<file path="config.mk">
export PLATFORM = sky130hd
export DESIGN_NAME = r2sdf_butterfly_stage
export DESIGN_NICKNAME = d
export VERILOG_FILES = /design/src/rtl/r2sdf_butterfly_stage.sv
export SDC_FILE = /design/constraint.sdc
export NUM_CORES = 1
export LEC_CHECK = 0
export ABC_AREA = 1
export CAP_MARGIN = 20
export CORE_UTILIZATION = 30
export DETAILED_ROUTE_END_ITERATION = 7
export PLACE_DENSITY = 0.56
export SLEW_MARGIN = 5
export SYNTH_ARGS = -nofsm -noshare
export SYNTH_HDL_FRONTEND = slang
export SYNTH_SLANG_ARGS = --single-unit
</file>
<file path="constraint.sdc">
create_clock -name clk -period 6.35 [get_ports clk]
set_input_delay 1.5875 -clock clk [delete_from_list [all_inputs] [get_ports clk]]
set_output_delay 1.5875 -clock clk [all_outputs]
set_load 0.02 [all_outputs]
</file>
<file path="src/rtl/r2sdf_butterfly_stage.sv">
// Radix-2 single-path delay-feedback butterfly stage: pairs x[n] with x[n+DEPTH]
// through a DEPTH-entry delay line, emitting saturated sums then differences.
module r2sdf_butterfly_stage #(
  parameter int unsigned WL        = 14,
  parameter int unsigned DEPTH     = 8,
  parameter int unsigned LOG_DEPTH = 3
) (
  input  logic                 clk,
  input  logic                 rst,
  input  logic                 in_valid,
  input  logic signed [WL:0]   in_real,
  input  logic signed [WL:0]   in_imag,
  input  logic                 flush,
  output logic                 out_valid,
  output logic signed [WL:0]   out_real,
  output logic signed [WL:0]   out_imag,
  output logic                 out_diff
);

  localparam int unsigned CntW = LOG_DEPTH + 1;
  localparam logic [CntW-1:0] CntHalfLast = CntW'(DEPTH - 1);
  localparam logic [CntW-1:0] CntLast     = CntW'(2 * DEPTH - 1);

  function automatic logic signed [WL:0] sat(input logic [WL+1:0] v);
    if (v[WL+1] != v[WL]) begin
      return v[WL+1] ? {1'b1, {WL{1'b0}}} : {1'b0, {WL{1'b1}}};
    end
    return v[WL:0];
  endfunction

  logic [CntW-1:0]      cnt_q, cnt_d;
  logic                 pending_q, pending_d;
  logic signed [WL:0]   dl_re_q [DEPTH];
  logic signed [WL:0]   dl_re_d [DEPTH];
  logic signed [WL:0]   dl_im_q [DEPTH];
  logic signed [WL:0]   dl_im_d [DEPTH];
  logic                 out_valid_q, out_valid_d;
  logic signed [WL:0]   out_real_q, out_real_d;
  logic signed [WL:0]   out_imag_q, out_imag_d;
  logic                 out_diff_q, out_diff_d;

  logic                 advance;
  logic                 phase_b;
  logic signed [WL:0]   x_re, x_im, d_re, d_im;
  logic [WL+1:0]        sum_re, sum_im, dif_re, dif_im;

  always_comb begin
    // in_valid has priority; a flush advance injects 0+j0
    advance = in_valid | (flush & pending_q & ~cnt_q[LOG_DEPTH]);
    phase_b = cnt_q[LOG_DEPTH];
    x_re    = in_valid ? in_real : '0;
    x_im    = in_valid ? in_imag : '0;
    d_re    = dl_re_q[DEPTH-1];
    d_im    = dl_im_q[DEPTH-1];
    sum_re  = {d_re[WL], d_re} + {x_re[WL], x_re};
    sum_im  = {d_im[WL], d_im} + {x_im[WL], x_im};
    dif_re  = {d_re[WL], d_re} - {x_re[WL], x_re};
    dif_im  = {d_im[WL], d_im} - {x_im[WL], x_im};

    cnt_d       = cnt_q;
    pending_d   = pending_q;
    dl_re_d     = dl_re_q;
    dl_im_d     = dl_im_q;
    out_valid_d = 1'b0;
    out_real_d  = out_real_q;
    out_imag_d  = out_imag_q;
    out_diff_d  = out_diff_q;

    if (advance) begin
      cnt_d = cnt_q + CntW'(1);
      for (int i = DEPTH - 1; i > 0; i--) begin
        dl_re_d[i] = dl_re_q[i-1];
        dl_im_d[i] = dl_im_q[i-1];
      end
      if (phase_b) begin
        dl_re_d[0]  = sat(dif_re);
        dl_im_d[0]  = sat(dif_im);
        out_real_d  = sat(sum_re);
        out_imag_d  = sat(sum_im);
        out_valid_d = 1'b1;
        out_diff_d  = 1'b0;
        if (cnt_q == CntLast) pending_d = 1'b1;
      end else begin
        dl_re_d[0]  = x_re;
        dl_im_d[0]  = x_im;
        out_real_d  = d_re;
        out_imag_d  = d_im;
        out_valid_d = pending_q;
        out_diff_d  = 1'b1;
        if (!in_valid && cnt_q == CntHalfLast) pending_d = 1'b0;
      end
    end
  end

  always_ff @(posedge clk) begin
    if (rst) begin
      cnt_q       <= '0;
      pending_q   <= 1'b0;
      out_valid_q <= 1'b0;
      out_real_q  <= '0;
      out_imag_q  <= '0;
      out_diff_q  <= 1'b0;
      for (int i = 0; i < DEPTH; i++) begin
        dl_re_q[i] <= '0;
        dl_im_q[i] <= '0;
      end
    end else begin
      cnt_q       <= cnt_d;
      pending_q   <= pending_d;
      out_valid_q <= out_valid_d;
      out_real_q  <= out_real_d;
      out_imag_q  <= out_imag_d;
      out_diff_q  <= out_diff_d;
      dl_re_q     <= dl_re_d;
      dl_im_q     <= dl_im_d;
    end
  end

  assign out_valid = out_valid_q;
  assign out_real  = out_real_q;
  assign out_imag  = out_imag_q;
  assign out_diff  = out_diff_q;

endmodule
</file>
Yosys cells after proc, flatten, opt, wreduce, memory -nomap -nowiden
Cells that the tools add are included.
{"block": "classes", "eq_ne": 7, "n_bitwise": 5, "reduce_logical": 5, "muxes": 35, "n_addsub": 5}
{"operator": "15-bit two-way mux", "count": 18}
{"operator": "15-bit by 15-bit adder with 16-bit output", "count": 2}
{"operator": "15-bit by 15-bit subtractor with 16-bit output", "count": 2}
{"operator": "1-bit two-way mux", "count": 17}
{"operator": "4-bit by 1-bit adder with 4-bit output, second input constant", "count": 1}
{"operator": "4-bit by 3-bit == test with 1-bit output, second input constant", "count": 1}
{"operator": "4-bit == test, second input constant", "count": 1}
{"operator": "1-bit != test", "count": 4}
{"operator": "3-bit AND reduction", "count": 1}
{"operator": "1-bit bitwise AND", "count": 2}
{"operator": "2-bit by 1-bit != test with 1-bit output, second input constant", "count": 1}
{"operator": "1-bit inverter", "count": 2}
{"operator": "2-bit nonzero test", "count": 1}
{"operator": "2-bit OR reduction", "count": 1}
{"operator": "1-bit logical AND", "count": 1}
{"operator": "1-bit logical NOT", "count": 1}
{"operator": "1-bit bitwise OR", "count": 1}
{"block": "totals", "reg_bits": 277}

Depth between registers and ports, before layout
{"block": "depth", "word_depth": 8, "mapped_depth": 19, "depth_no_buf": 18}

Least setup slack after synthesis
OpenSTA, ideal clock, no wires.
{"block": "synth_timing", "path_kind": "input -> register", "from": "input port in_valid", "to": "register dl_re_q[107] (netlist bit)", "path_slack_ps": 2661, "cell_stages": 17, "t_arrival_ps": 3567, "path_cell_list": "clkbuf_1 > nand2_1 > inv_1 > ha_1 > inv_1 > fa_1 > nand3_1 > nand2_1 > nand2_1 > nand2_2 > nand3b_1 > nand3_1 > nand2_1 > nor2_2 > nor2_4 > buf_6 > a21oi_2"}
{"block": "synth_via", "elab_chain_len": 8}
{"element": "start: declaration", "line": "10", "source": "input logic in_valid,"}
{"element": "15-bit two-way mux", "line": "51", "source": "x_re = in_valid ? in_real : '0;"}
{"element": "15-bit by 15-bit subtractor with 16-bit output", "line": "57", "source": "dif_re = {d_re[WL], d_re} - {x_re[WL], x_re};"}
{"element": "1-bit != test", "line": "25", "source": "if (v[WL+1] != v[WL]) begin"}
{"element": "1-bit two-way mux", "line": "25"}
{"element": "1-bit two-way mux", "line": "75", "source": "if (phase_b) begin"}
{"element": "1-bit two-way mux", "line": "69", "source": "if (advance) begin"}
{"element": "15-bit two-way mux", "line": "28", "source": "return v[WL:0];"}
{"element": "15-bit two-way mux", "line": "75"}
{"element": "end signal: assignment", "line": "114", "source": "dl_re_q <= dl_re_d;"}
{"element": "end: declaration", "line": "33", "source": "logic signed [WL:0] dl_re_q [DEPTH];"}
Parallel ways exist; a longest one is shown, timed or not. The select of a mux whose other input is x is not followed.
A chain may end at the register's enable or synchronous reset.

Worst setup path after layout
{"block": "layout_timing", "from": "input port in_valid", "to": "register dl_im_q[115] (netlist bit)"}
{"block": "layout_via", "elab_chain_len": 8}
{"element": "15-bit two-way mux", "line": "52", "source": "x_im = in_valid ? in_imag : '0;"}
{"element": "15-bit by 15-bit subtractor with 16-bit output", "line": "58", "source": "dif_im = {d_im[WL], d_im} - {x_im[WL], x_im};"}
{"element": "1-bit != test", "line": "25"}
{"element": "1-bit two-way mux", "line": "25"}
{"element": "1-bit two-way mux", "line": "75"}
{"element": "1-bit two-way mux", "line": "69"}
{"element": "15-bit two-way mux", "line": "28"}
{"element": "15-bit two-way mux", "line": "75"}
{"element": "end signal: assignment", "line": "115", "source": "dl_im_q <= dl_im_d;"}
{"element": "end: declaration", "line": "35", "source": "logic signed [WL:0] dl_im_q [DEPTH];"}
Parallel ways exist; a longest one is shown, timed or not. The select of a mux whose other input is x is not followed.

==> impl_metrics.yaml <==
placed_design:
  dp_hpwl_um: 26300
  post-place-ws_ps: 1520
  place.port_buffers: 65
  gp_routability_congestion: 0.890
power:
  p_int_uw: 3090
  netSwitchingFraction_pct: 28.6
  cellLeakagePower_uw: 0.00679
  share_clk_of_total_power_pct: 39.6
  pwr_density_cell_mw_per_mm2: 280
  sequentialPowerShare_pct: 44.0
  share_comb_of_total_power_pct: 16.5
  irDropWorstVdd_mv: 0.210
  p_switching_uw: 1240
cts:
  cts.path.max_buffers: 3
  cts_hold_repair.buffers: 0
  clkSlewWorstSetupHoldPaths_ps: 60
  cts.root.buffer_cell: "clkbuf_16"
  tritoncts.num_buffers: 30
  htree_num_levels: 1
  clkLatencyLatePin_ps: 570
  cts.sink_count: 277
  cts_tree: "built"
  cts_post_setup_buffers_inserted: 0
  postCtsResizedCells: 0
drt:
  detail_route.wl_per_cell_um: 15.5
  routed_wire_length_um: 37600
  detailedRoute.firstIterationViolations: 605
  detail_route.vias_per_cell: 4.84
  final_antenna_net_count: 0
  num_vias: 11744
  drt_drc_violations_left: 0
  detail_route.first_pass.iterations: 5
synth:
  synthTopCellsByCount: "nor2_1 (351), dfxtp_1 (277), nand2_1 (259)"
  yosysWarnings: 0
  postSynthNetCount: 1926
  synth.cell_area_mm2: 0.0135
  async_reset_ff_share_pct: 0
  post_synth_inst_count: 1821
  synth_top_area_share_pct: 41.0
  synth_sequential_area_ratio_pct: 41.0
  synthDistinctLibCells: 44
  synth.area.top_cells: "dfxtp_1 (41%), nor2_1 (9.7%), o21ai_0 (7.3%)"
  post_synth.cell_area_avg_um2: 7.43
  synth_top_cell_by_area: "dfxtp_1"
  yosysMostFrequentCell: "nor2_1"
  synthFlopType: "dfxtp_1"
  synth-edff-count: 0
  synth-seq-cells: 277
sta:
  layout_setup_ws_ps: 2030
  setup_viol: 0
  minimum_period_implied_by_the_final_worst_setup_slack_ps: 4320
  unrepaired_setup_endpoints_after_global_routing: "false"
  fin_skew_ps: 15.3
  slew-limit-headroom_pct: 34.7
  timing.fmax_mhz: 231
  fin_hold_ws_ps: 454
  worst-slew-pin-transition_ps: 979
  final.setup.tns_ps: 0
  finalHoldViolations: 0
  layout_worst_path_cycle_share_pct: 68.1
  timing.final.max_slew_violations: 0
setup_path:
  cp_cell_sequence: "buf_2 > nand2_1 > ha_1 > inv_2 > nor3_1 > and2_1 > nand2_1 > nand3_1 > nand2_1 > a21oi_2 > a21oi_1"
  crit_buf_inv: 2
  critical-path-max-stage-delay_ps: 630
  end_kind: "flip-flop"
  crit_top_cell: "nand2_1"
  crit_cells: 11
  crit_arrival_ps: 4740
  timing.critical_path.fanout_max: 32
  critical_path.startpoint_type: "primary input"
  ff2ff_path_depth: 9
  setup.worst_path.class: "in -> reg"
  critical_path.top_delay_family: "simple AND/OR/NAND/NOR gates"
  required_ps: 6770
  timing.critical_path.slowest_stage_cell: "a21oi_2"
status:
  status: "finished, final reports clean"
finish:
  insertedDiodeCount: 0
  post_route_cells_drive_above_1_share_pct: 6.60
  areaGrowthSynthToFinish_pct: 14.1
  finish.net_count: 1920
  num-fill-cells: 4710
global_route:
  first_global_vias: 11275
  groute.usage.overall_pct: 16.1
  maximum_number_of_pins_on_one_net_before_global_route_repair: 145
  global_route.overflow_total: 0
  grt_pass1_wl_um: 60400
  initial_antenna_violation_count: 0
floorplan:
  die-height_um: 214
  pin_count: 66
  initial_utilization_pct: 30.5
  placement_rows: 77
  chip_width_um: 214
  core_area_mm2: 0.0443
  floorplan.die_area_mm2: 0.0460
min_path:
  timing.hold.worst_path_depth: 2
  worst_hold_path_type: "reg -> reg"
run:
  cap_viol_max_count: 0
flip-flops by register name (all words and copies together) (netlist names):
signal / cells
out_valid: 1
cnt_q: 4
d_im: 15
pending_q: 1
dl_im_q: 105
dl_re_q: 105
d_re: 15
out_real: 15
out_diff: 1
out_imag: 15
placed cells by master (no fill, tap or decap), drive strengths merged, types with 45 or more instances in the layout:
cell type	synthesis	routed
clkbuf	62	45
clkdlybuf4s50	0	64
o21ai	198	198
nand2	275	275
nand3	48	48
dfxtp	277	277
o221ai	52	52
a21oi	146	146
nor2	359	359
ha	67	67
inv	167	168
through the flow:
stage	total power (uW)	util, %	instance area, um^2	cells
floorplan	2450	-	13500	1821
global placement	2650	32.6	14500	2374
detailed placement	2650	32.6	14500	2374
CTS	4380	34.8	15400	2424
global route	4550	34.8	15400	2425
finish	4330	34.8	15400	2425
worst paths after layout:
| kind | start | slack (ps) | to |
|---|---|---|---|
| max | in_valid | 2030 | dl_im_q[115] |
| min | dl_re_q[96] | 450 | dl_re_q[96] |
| max reg2reg | d_im[14] | 3540 | dl_im_q[115] |
| min reg2reg | dl_re_q[96] | 450 | dl_re_q[96] |
per-layer routing:
metal	vias to the layer above	wire [um]	GRT usage, %
met5	-	0	0
met4	0	1100	5.21
met3	63	1350	2.24
met2	170	18400	28.3
met1	5568	16700	20.2
li1	5943	-	-
kinds of logic after synthesis:
logic type,synth area share [%]
AO/OA/AOI/OAI,19.9
XOR/XNOR,2.46
adder cells (fa/ha/maj),6.78
buffers and inverters,8.78
flip-flops,41.0
AND/OR/NAND/NOR,21.1
tightest hold or removal path, stage by stage (launching register included):
cell	delay, ps
dfxtp_1	290
inv_1	60
a21oi_1	50
layout make-up:
type	instances	area, um^2	area share (%)
multi-input combinational	1263	6820	44.1
sequential	277	5550	35.9
clock buffer	45	898	5.82
timing repair buffer	75	741	4.80
tap	592	741	4.80
inverter	168	641	4.15
clock inverter	5	61.3	0.397
power by group through the flow:
stage / clock network, uW / registers, uW / logic (uW)
final: 1710 / 1900 / 713
after global routing: 1830 / 1910 / 805
after floorplan: 0 / 1930 / 518
after detailed placement: 0 / 1940 / 711
after CTS: 1760 / 1900 / 715
after global placement: 0 / 1940 / 709
Power figures use the tool's default switching activity.
